==> src/rtl/sdram_host_arb_if.sv <==
// ---------------------------------------------------------------------------
// sdram_host_arb_if
// Bundles the requester-side and SdramCont-side signals of sdram_host_arb.
//   Port A (CPU)      : AReq, AWr, AAddr[22:0]  -> arbiter ; AAck  <- arbiter
//   Port B (DMA/video): BReq, BWr, BAddr[22:0]  -> arbiter ; BAck  <- arbiter
//   Shared return     : RdData[15:0], SelB      <- arbiter
//   SdramCont host    : HAddr[22:0], HEn, HRd, HWr, HIdle <- arbiter
//                       HDataRd[15:0]                     -> arbiter
// Modports:
//   slave  - the arbiter itself
//   master - the surrounding logic (requesters plus SdramCont)
// ---------------------------------------------------------------------------
interface sdram_host_arb_if;
  logic        AReq;
  logic        AWr;
  logic [22:0] AAddr;
  logic        AAck;
  logic        BReq;
  logic        BWr;
  logic [22:0] BAddr;
  logic        BAck;
  logic [15:0] RdData;
  logic        SelB;
  logic [22:0] HAddr;
  logic        HEn;
  logic        HRd;
  logic        HWr;
  logic        HIdle;
  logic [15:0] HDataRd;

  modport slave (
    input  AReq, AWr, AAddr, BReq, BWr, BAddr, HDataRd,
    output AAck, BAck, RdData, SelB, HAddr, HEn, HRd, HWr, HIdle
  );

  modport master (
    output AReq, AWr, AAddr, BReq, BWr, BAddr, HDataRd,
    input  AAck, BAck, RdData, SelB, HAddr, HEn, HRd, HWr, HIdle
  );
endinterface

==> src/rtl/sdram_host_arb.sv <==
// ---------------------------------------------------------------------------
// sdram_host_arb
// Shares the single SdramCont host port between port A (CPU) and port B
// (DMA/video). Each access holds HEn for ACCESS_CYCLES cycles, then the owner
// gets a one-cycle Ack with read data on RdData. Every REFRESH_INTERVAL cycles
// a refresh window of REFRESH_CYCLES cycles is forced (HEn low, HIdle high).
//
// Ports:
//   RClk    in  clock
//   HReset  in  synchronous active-high reset
//   bus     sdram_host_arb_if.slave (requester ports A/B, RdData, SelB,
//           SdramCont host signals HAddr/HEn/HRd/HWr/HIdle/HDataRd)
//
// Configuration macro:
//   SDRAMARB_RR_EN  defined   -> round-robin between A and B
//                   undefined -> fixed priority, A over B
// ---------------------------------------------------------------------------
module sdram_host_arb #(
  parameter int unsigned ACCESS_CYCLES    = 4,
  parameter int unsigned REFRESH_INTERVAL = 1560,
  parameter int unsigned REFRESH_CYCLES   = 8,
  parameter int unsigned CNT_W            = 12
) (
  input  logic              RClk,
  input  logic              HReset,
  sdram_host_arb_if.slave   bus
);

  localparam int unsigned PH_MAX = (ACCESS_CYCLES > REFRESH_CYCLES) ? ACCESS_CYCLES
                                                                    : REFRESH_CYCLES;
  localparam int unsigned PH_W   = (PH_MAX > 1) ? $clog2(PH_MAX) : 1;

  localparam logic [PH_W-1:0]  ACC_LAST = PH_W'(ACCESS_CYCLES - 1);
  localparam logic [PH_W-1:0]  REF_LAST = PH_W'(REFRESH_CYCLES - 1);
  localparam logic [CNT_W-1:0] INT_LAST = CNT_W'(REFRESH_INTERVAL - 1);

  typedef enum logic [1:0] {
    IDLE,
    ACCESS,
    REFRESH
  } state_t;

  state_t state;
  state_t state_next;

  logic [CNT_W-1:0] int_cnt;
  logic             wrap;
  logic             pending;
  logic [PH_W-1:0]  phase;

  logic [22:0]      addr_q;
  logic             wr_q;
  logic             sel_b_q;
  logic             a_ack_q;
  logic             b_ack_q;
  logic [15:0]      rd_data_q;

  logic             acking;
  logic             a_elig;
  logic             b_elig;
  logic             grant_b;
  logic             start_access;
  logic             start_refresh;
  logic             finish_access;
  logic             hidle;

`ifdef SDRAMARB_RR_EN
  // 1 = favour B on the next contested grant
  logic             rr_ptr;
`endif

  assign wrap = (int_cnt == INT_LAST);

  // The Ack cycle is a turnaround: no grant is made while any Ack is out.
  // Without it the idle port would always win the Ack cycle and fixed
  // priority would degrade into alternation.
  assign acking = a_ack_q | b_ack_q;
  assign a_elig = bus.AReq & ~acking;
  assign b_elig = bus.BReq & ~acking;

`ifdef SDRAMARB_RR_EN
  assign grant_b = (a_elig & b_elig) ? rr_ptr : b_elig;
`else
  assign grant_b = b_elig & ~a_elig;
`endif

  always_comb begin
    state_next    = state;
    start_access  = 1'b0;
    start_refresh = 1'b0;
    finish_access = 1'b0;
    hidle         = 1'b0;
    case (state)
      IDLE: begin
        if (pending) begin
          start_refresh = 1'b1;
          state_next    = REFRESH;
        end else if (a_elig | b_elig) begin
          start_access = 1'b1;
          state_next   = ACCESS;
        end else begin
          hidle = 1'b1;
        end
      end
      ACCESS: begin
        if (phase == ACC_LAST) begin
          finish_access = 1'b1;
          state_next    = IDLE;
        end
      end
      REFRESH: begin
        hidle = 1'b1;
        if (phase == REF_LAST) begin
          state_next = IDLE;
        end
      end
      default: begin
        state_next = IDLE;
      end
    endcase
  end

  always_ff @(posedge RClk) begin
    if (HReset) begin
      state     <= IDLE;
      int_cnt   <= '0;
      pending   <= 1'b0;
      phase     <= '0;
      addr_q    <= '0;
      wr_q      <= 1'b0;
      sel_b_q   <= 1'b0;
      a_ack_q   <= 1'b0;
      b_ack_q   <= 1'b0;
      rd_data_q <= '0;
    end else begin
      state   <= state_next;
      int_cnt <= wrap ? '0 : int_cnt + 1'b1;

      // A wrap wins over the clear so a wrap on the entry edge is not lost;
      // repeated wraps collapse into the single pending flag.
      if (wrap) begin
        pending <= 1'b1;
      end else if (start_refresh) begin
        pending <= 1'b0;
      end

      if (state != IDLE && state_next == state) begin
        phase <= phase + 1'b1;
      end else begin
        phase <= '0;
      end

      a_ack_q <= finish_access & ~sel_b_q;
      b_ack_q <= finish_access & sel_b_q;

      if (start_access) begin
        addr_q  <= grant_b ? bus.BAddr : bus.AAddr;
        wr_q    <= grant_b ? bus.BWr   : bus.AWr;
        sel_b_q <= grant_b;
      end

      if (finish_access && !wr_q) begin
        rd_data_q <= bus.HDataRd;
      end
    end
  end

`ifdef SDRAMARB_RR_EN
  always_ff @(posedge RClk) begin
    if (HReset) begin
      rr_ptr <= 1'b0;
    end else if (start_access) begin
      rr_ptr <= ~grant_b;
    end
  end
`endif

  assign bus.HEn    = (state == ACCESS);
  assign bus.HRd    = (state == ACCESS) & ~wr_q;
  assign bus.HWr    = (state == ACCESS) & wr_q;
  assign bus.HAddr  = addr_q;
  assign bus.SelB   = sel_b_q;
  assign bus.AAck   = a_ack_q;
  assign bus.BAck   = b_ack_q;
  assign bus.RdData = rd_data_q;
  // Combinational so SdramCont sees refresh permission in the same cycle the
  // arbiter decides it has nothing to grant; held low while in reset.
  assign bus.HIdle  = hidle & ~HReset;

endmodule
==> src/flat_wrapper.sv <==
// flat-port wrapper written by rule: the top's interface ports become plain ports
module sdram_host_arb_flat 
#(
  parameter int unsigned ACCESS_CYCLES    = 4,
  parameter int unsigned REFRESH_INTERVAL = 1560,
  parameter int unsigned REFRESH_CYCLES   = 8,
  parameter int unsigned CNT_W            = 12
)
  (RClk, HReset, bus_AReq, bus_AWr, bus_AAddr, bus_BReq, bus_BWr, bus_BAddr, bus_HDataRd, bus_AAck, bus_BAck, bus_RdData, bus_SelB, bus_HAddr, bus_HEn, bus_HRd, bus_HWr, bus_HIdle);
  sdram_host_arb_if bus_i ();
  input  logic RClk;
  input  logic HReset;
  input wire logic [$bits(bus_i.AReq)-1:0] bus_AReq;
  input wire logic [$bits(bus_i.AWr)-1:0] bus_AWr;
  input wire logic [$bits(bus_i.AAddr)-1:0] bus_AAddr;
  input wire logic [$bits(bus_i.BReq)-1:0] bus_BReq;
  input wire logic [$bits(bus_i.BWr)-1:0] bus_BWr;
  input wire logic [$bits(bus_i.BAddr)-1:0] bus_BAddr;
  input wire logic [$bits(bus_i.HDataRd)-1:0] bus_HDataRd;
  output wire logic [$bits(bus_i.AAck)-1:0] bus_AAck;
  output wire logic [$bits(bus_i.BAck)-1:0] bus_BAck;
  output wire logic [$bits(bus_i.RdData)-1:0] bus_RdData;
  output wire logic [$bits(bus_i.SelB)-1:0] bus_SelB;
  output wire logic [$bits(bus_i.HAddr)-1:0] bus_HAddr;
  output wire logic [$bits(bus_i.HEn)-1:0] bus_HEn;
  output wire logic [$bits(bus_i.HRd)-1:0] bus_HRd;
  output wire logic [$bits(bus_i.HWr)-1:0] bus_HWr;
  output wire logic [$bits(bus_i.HIdle)-1:0] bus_HIdle;
  assign bus_i.AReq = bus_AReq;
  assign bus_i.AWr = bus_AWr;
  assign bus_i.AAddr = bus_AAddr;
  assign bus_i.BReq = bus_BReq;
  assign bus_i.BWr = bus_BWr;
  assign bus_i.BAddr = bus_BAddr;
  assign bus_i.HDataRd = bus_HDataRd;
  assign bus_AAck = bus_i.AAck;
  assign bus_BAck = bus_i.BAck;
  assign bus_RdData = bus_i.RdData;
  assign bus_SelB = bus_i.SelB;
  assign bus_HAddr = bus_i.HAddr;
  assign bus_HEn = bus_i.HEn;
  assign bus_HRd = bus_i.HRd;
  assign bus_HWr = bus_i.HWr;
  assign bus_HIdle = bus_i.HIdle;
  sdram_host_arb #(.ACCESS_CYCLES(ACCESS_CYCLES), .REFRESH_INTERVAL(REFRESH_INTERVAL), .REFRESH_CYCLES(REFRESH_CYCLES), .CNT_W(CNT_W)) u_core (.RClk(RClk), .HReset(HReset), .bus(bus_i));
endmodule
==> config.mk <==
export PLATFORM = sky130hd
export DESIGN_NAME = sdram_host_arb_flat
export DESIGN_NICKNAME = d
export VERILOG_FILES = /design/src/rtl/sdram_host_arb_if.sv /design/src/rtl/sdram_host_arb.sv /design/src/flat_wrapper.sv
export SDC_FILE = /design/constraint.sdc
export NUM_CORES = 1
export LEC_CHECK = 0
export ABC_AREA = 0
export BUFFER_PORTS_ARGS = -buffer_cell sky130_fd_sc_hd__buf_2
export CORE_MARGIN = 4
export CORE_UTILIZATION = 50
export DETAILED_ROUTE_END_ITERATION = 8
export PLACE_DENSITY = 0.92
export SYNTH_ARGS = -nofsm -noshare
export SYNTH_HDL_FRONTEND = slang
export SYNTH_SLANG_ARGS = --single-unit
export TNS_END_PERCENT = 30
==> constraint.sdc <==
create_clock -name RClk -period 2.72 [get_ports RClk]
set_input_delay 0.272 -clock RClk [delete_from_list [all_inputs] [get_ports RClk]]
set_output_delay 0.272 -clock RClk [all_outputs]
set_load 0.02 [all_outputs]
---- Word-level counts from Yosys, hierarchy flattened ----
Cells that the tools add are included.
storage, ports and cells
  flip-flop bits (word level) ............. 61
  output and inout port bits .............. 46
cells by class
  $add $sub $neg .......................... 2
  equal/unequal tests ..................... 6
  mux-type cells .......................... 19
  bitwise gates (word level) .............. 16
  reduce and logical (&&, ||, !) cells .... 8
operators by type and width
  cell                                                    count
  2-to-1 mux 23 bit                                       1
  adder 12 x 1 -> 12 bit (second input constant)          1
  equality test 12 x 11 -> 1 bit (second input constant)  1
  2-to-1 mux 1 bit                                        12
  bitwise AND 1 bit                                       8
  2-to-1 mux 2 bit                                        4
  inverter 1 bit                                          6
  one-hot mux 2 bit (3 select lines)                      1
  nonzero test 2 bit                                      2
  OR reduction 2 bit                                      2
  adder 3 x 1 -> 3 bit (second input constant)            1
  equality test 3 x 2 -> 1 bit (second input constant)    1
  equality test 3 bit (second input constant)             1
  equality test 2 x 1 -> 1 bit (second input constant)    1
  equality test 2 bit                                     1
  equality test 2 bit (second input constant)             1
  logical AND 1 bit                                       2
  zero test 2 bit                                         1
  bitwise OR 1 bit                                        2
  one-hot mux 1 bit (2 select lines)                      1
  zero test 1 bit                                         1

---- Depth between registers and ports, before layout ----
  word-level depth ........................ 11
  mapped depth ............................ 8
  mapped depth without buffers ............ 6

---- Worst setup path after synthesis ----
Ideal clock, no wire load.
  path type ............................... reg2reg
  from .................................... reg u_core.phase[0]
  to ...................................... reg u_core.rd_data_q[0] (netlist: u_core.bus.RdData[0])
  library setup time ...................... 132 ps
  data arrival time ....................... 1457 ps
  data required time ...................... 2588 ps
  slack ................................... 1131 ps
  cell stages (with the launch flop) ...... 9
  buffers on the path ..................... 2
  cells stage by stage .................... dfxtp_1 > ha_1 > ha_1 > nand3b_1 > or2_2 > clkbuf_1 > buf_2 > nand2_1 > a21oi_1
on the way
  longest elaborated chain between the ends .. 4
ends and longest elaborated chain
  item                          line                   RTL
  start: declaration            sdram_host_arb.sv:49   logic [PH_W-1:0] phase;
  start signal: assignment      sdram_host_arb.sv:148  phase <= phase + 1'b1;
  equality test 3 x 2 -> 1 bit  sdram_host_arb.sv:106  if (phase == ACC_LAST) begin
  2-to-1 mux 1 bit              sdram_host_arb.sv:106
  2-to-1 mux 1 bit              sdram_host_arb.sv:93   case (state)
  logical AND 1 bit             sdram_host_arb.sv:162  if (finish_access && !wr_q) begin
  end signal: assignment        sdram_host_arb.sv:163  rd_data_q <= bus.HDataRd;
  end: declaration              sdram_host_arb.sv:56   logic [15:0] rd_data_q;
No other way between the ends.
A chain may end at the register's enable or synchronous reset.

---- Worst setup path after layout ----
  from .................................... reg u_core.b_ack_q (netlist: u_core.bus.BAck)
  to ...................................... reg u_core.addr_q[22] (netlist: u_core.bus.HAddr[22])
on the way
  longest elaborated chain between the ends .. 7
ends and longest elaborated chain
  item                                  line                                        RTL
  start: declaration                    sdram_host_arb.sv:55                        logic b_ack_q;
  start signal: assignment              sdram_host_arb.sv:154                       b_ack_q <= finish_access & sel_b_q;
  bitwise OR 1 bit *                    sdram_host_arb.sv:77                        assign acking = a_ack_q | b_ack_q;
  inverter 1 bit *                      sdram_host_arb.sv:78, sdram_host_arb.sv:79
  bitwise AND 1 bit (on tied branches)  sdram_host_arb.sv:78, sdram_host_arb.sv:79
  bitwise OR 1 bit                      sdram_host_arb.sv:98                        end else if (a_elig | b_elig) begin
  2-to-1 mux 1 bit                      sdram_host_arb.sv:98
  2-to-1 mux 1 bit                      sdram_host_arb.sv:95                        if (pending) begin
  2-to-1 mux 1 bit                      sdram_host_arb.sv:93
  end signal: assignment                sdram_host_arb.sv:157                       addr_q <= grant_b ? bus.BAddr : bus.AAddr;
  end: declaration                      sdram_host_arb.sv:51                        logic [22:0] addr_q;
Mark *: on every way between the ends. The rest lies on a longest branch, timed or not.

==> flow_summary.json <==
{
  "rsz0062_at_grt": "false",
  "skew_ns": 0.008518,
  "diodes": 0,
  "maxSlewHeadroom": 0.3927,
  "hpwl_mm": 4.466,
  "drive_above_1_share": 0.3401,
  "grt_pass1_wl_mm": 9.956,
  "cp-start-kind": "register",
  "crit_required_ns": 2.96,
  "cts.sinks": 61,
  "postLayoutCellArea_sq_um": 3251,
  "ant_nets": 0,
  "drt_iter0_markers": 187,
  "worstPathMaxFanout": 27,
  "fill_cells": 402,
  "rows": 25,
  "synth_area_leader_cell": "dfxtp_1",
  "vdd_drop_max_v": 0.0003428,
  "tns_ns": 0,
  "num_vias": 2450,
  "outcome": "complete, no violations",
  "max_cap_viol_count": 0,
  "synthCells": 285,
  "grt_max_degree": 28,
  "critPathKind": "reg2reg",
  "power_frac_comb": 0.140,
  "drc_errors": 0,
  "syn_area_sq_um": 2469,
  "core_area_sq_um": 4755,
  "gr-usage-all-layers": 0.2058,
  "maxSlewViolCount": 0,
  "antenna_found_initial": 0,
  "finalHoldViolations": 0,
  "powerDensity_nw_per_um2": 626.9,
  "post_cts_buffers": 0,
  "dp.cells": 448,
  "finalNetCount": 464,
  "startpoint": "u_core.bus.BAck",
  "firstDrtPassIters": 4,
  "wl_per_cell_um": 13.63,
  "vias_per_cell": 5.280,
  "ys_seq_elements": 61,
  "drt_wl_total_mm": 6.325,
  "hold_path_class": "in2reg",
  "synth.net_count": 357,
  "whs_path_depth": 3,
  "hold_buffers": 0,
  "r2r-start": "u_core.bus.BAck",
  "seqPwrFrac": 0.475,
  "finish.utilization": 0.6837,
  "worstReg2RegEnd": "u_core.bus.HAddr[22]",
  "cts_tree": "built",
  "yosysSeqAreaShare": 0.4947,
  "period_needed_ns": 1.943,
  "post_cts_resized": 0,
  "pwr-share-clk": 0.384,
  "insertion_delay_ns": 0.33,
  "avgSynthCellArea_sq_um": 8.662,
  "r2r_slack_ns": 0.78,
  "synth.distinct_cells": 35,
  "synth_top_cells_by_area": "dfxtp_1 49%, a311oi_1 8.5%, nor2_1 7.0%",
  "place_area_sq_um": 3058,
  "fmax_ghz": 0.5146,
  "hold_start": "bus_HDataRd[14]",
  "overflow": 0,
  "p_switching_uw": 535.7,
  "power.share.switching": 0.2629,
  "leakagePower_uw": 0.001444,
  "root_buffer": "clkbuf_8",
  "hold_path_end": "u_core.bus.RdData[14]",
  "synth_warnings": 0,
  "die_w_um": 78.27,
  "cts_made_buffers": 9,
  "fin_crit_sh": 0.7144,
  "grt_pass1_vias": 2346,
  "final-setup-viol-count": 0,
  "die_area_sq_um": 6125,
  "crit_arrival_ns": 2.18,
  "gp_congestion": 0.8373,
  "r2r.worst_path.cells": 5,
  "port_buffers": 113,
  "htree_num_levels": 3,
  "finalNonFillerCells": 464,
  "tightest_slew_ns": 0.9076,
  "ios": 114,
  "die_h_um": 78.27,
  "yosys.area.top_type_share": 0.4947,
  "area_growth_pct": 31.68,
  "start_util": 0.5192,
  "seqCellArea_sq_um": 1221,
  "cts_max_path_buffers": 2,
  "intPower_uw": 1502,
  "multi_input_comb_area_sq_um": 1131,
  "whs_ns": 0.1763,
  "clkTransAtPathRegs_ns": 0.07,
  "crit_path_end_kind": "register"
}
[power groups by stage]
stage	Combinational, uW	Clock, uW	Sequential, uW
finish	286	783	969
global route	313	839	973
CTS	287	795	968
detailed placement	287	0	987
global placement	279	0	986
floorplan	131	0	1030
[final cells by class]
type,count,area share
Inverter,7,0.008083
Tap cell,67,0.02579
Clock buffer,12,0.04465
Timing Repair Buffer,117,0.1832
Clock inverter,4,0.01463
Sequential cell,61,0.3757
Multi-Input combinational cell,196,0.3480
[synth_stat cells]
library cell	instances
o211a_1	1
nor3b_1	1
inv_1	6
a21oi_1	18
nor2b_1	1
a311oi_1	24
nor4_1	1
dfxtp_1	61
nand4_1	5
o21ai_0	2
xor2_1	6
buf_4	3
ha_1	4
nor4b_1	1
nand2b_1	2
and2_1	1
buf_2	2
a2111oi_0	1
clkinv_1	1
nor3_1	4
nand3_1	4
and4_1	1
nor3_4	1
nor4bb_1	1
and3_1	1
o21ba_2	1
o21bai_1	1
o22ai_1	24
o22a_1	1
or2_2	1
xnor2_1	4
nand3b_1	1
nand2_1	37
clkbuf_1	16
nor2_1	46
[registers in the layout, indices dropped and copies added, names as in the netlist]
name	cells
u_core.bus.AAck	1
u_core.int_cnt	12
u_core.phase	3
u_core.bus.BAck	1
u_core.wr_q	1
u_core.bus.RdData	16
u_core.bus.HAddr	23
u_core.state	2
u_core.bus.SelB	1
u_core.pending	1
[how the worst max path moves through the flow]
stage                           endpoint  cells past startpoint
finish              u_core.bus.HAddr[22]                      5
global route        u_core.bus.RdData[5]                      6
CTS                            bus_HIdle                      6
detailed placement  u_core.bus.HAddr[22]                      5
global placement    u_core.bus.RdData[7]                      6
floorplan           u_core.bus.RdData[0]                      8
[cells by family (layout without fill, tap and decap cells)]
group	count (synthesis)	in the layout	synth area share
xor+xnor	10	10	0.03548
compound gates	73	73	0.2048
simple gates	109	109	0.1967
fa+ha+maj	4	4	0.02027
buf+inv	28	140	0.04815
flops	61	61	0.4947
[metrics by stage]
| stage | setup WS [ns] | power [uW] |
|---|---|---|
| detailed placement | 0.8107 | 1274 |
| global route | 0.5499 | 2126 |
| global placement | 0.9102 | 1265 |
| finish | 0.7768 | 2038 |
| floorplan | 1.131 | 1161 |
| CTS | 0.7903 | 2050 |
[worst max-delay path, cell delays in order (launching register included)]
cell	delay, ns
dfxtp_1	0.31
nor2_2	0.09
buf_4	0.28
o211a_1	0.73
nor2_1	0.13
a311oi_1	0.30
[cells in the final DEF, fill, tap and decap left out, drive strengths merged, types with 5 or more instances in the layout]
cell type | synthesis | routed
buf | 5 | 117
nand2 | 37 | 37
o22ai | 24 | 24
nor3 | 5 | 5
dfxtp | 61 | 61
a311oi | 24 | 24
clkbuf | 16 | 12
inv | 6 | 6
a21oi | 18 | 18
nor2 | 46 | 46
xor2 | 6 | 6
nand4 | 5 | 5
[metal layers]
| layer | track usage | wire length [um] | vias up | part of all wire |
|---|---|---|---|---|
| li1 | - | - | 1235 | - |
| met1 | 0.2160 | 2475 | 1119 | 0.39 |
| met2 | 0.3622 | 3297 | 81 | 0.52 |
| met3 | 0.06995 | 395 | 15 | 0.062 |
| met4 | 0.1084 | 156 | 0 | 0.025 |
| met5 | 0 | 0 | - | 0 |
No activity file was read; power rests on OpenSTA's default activity.
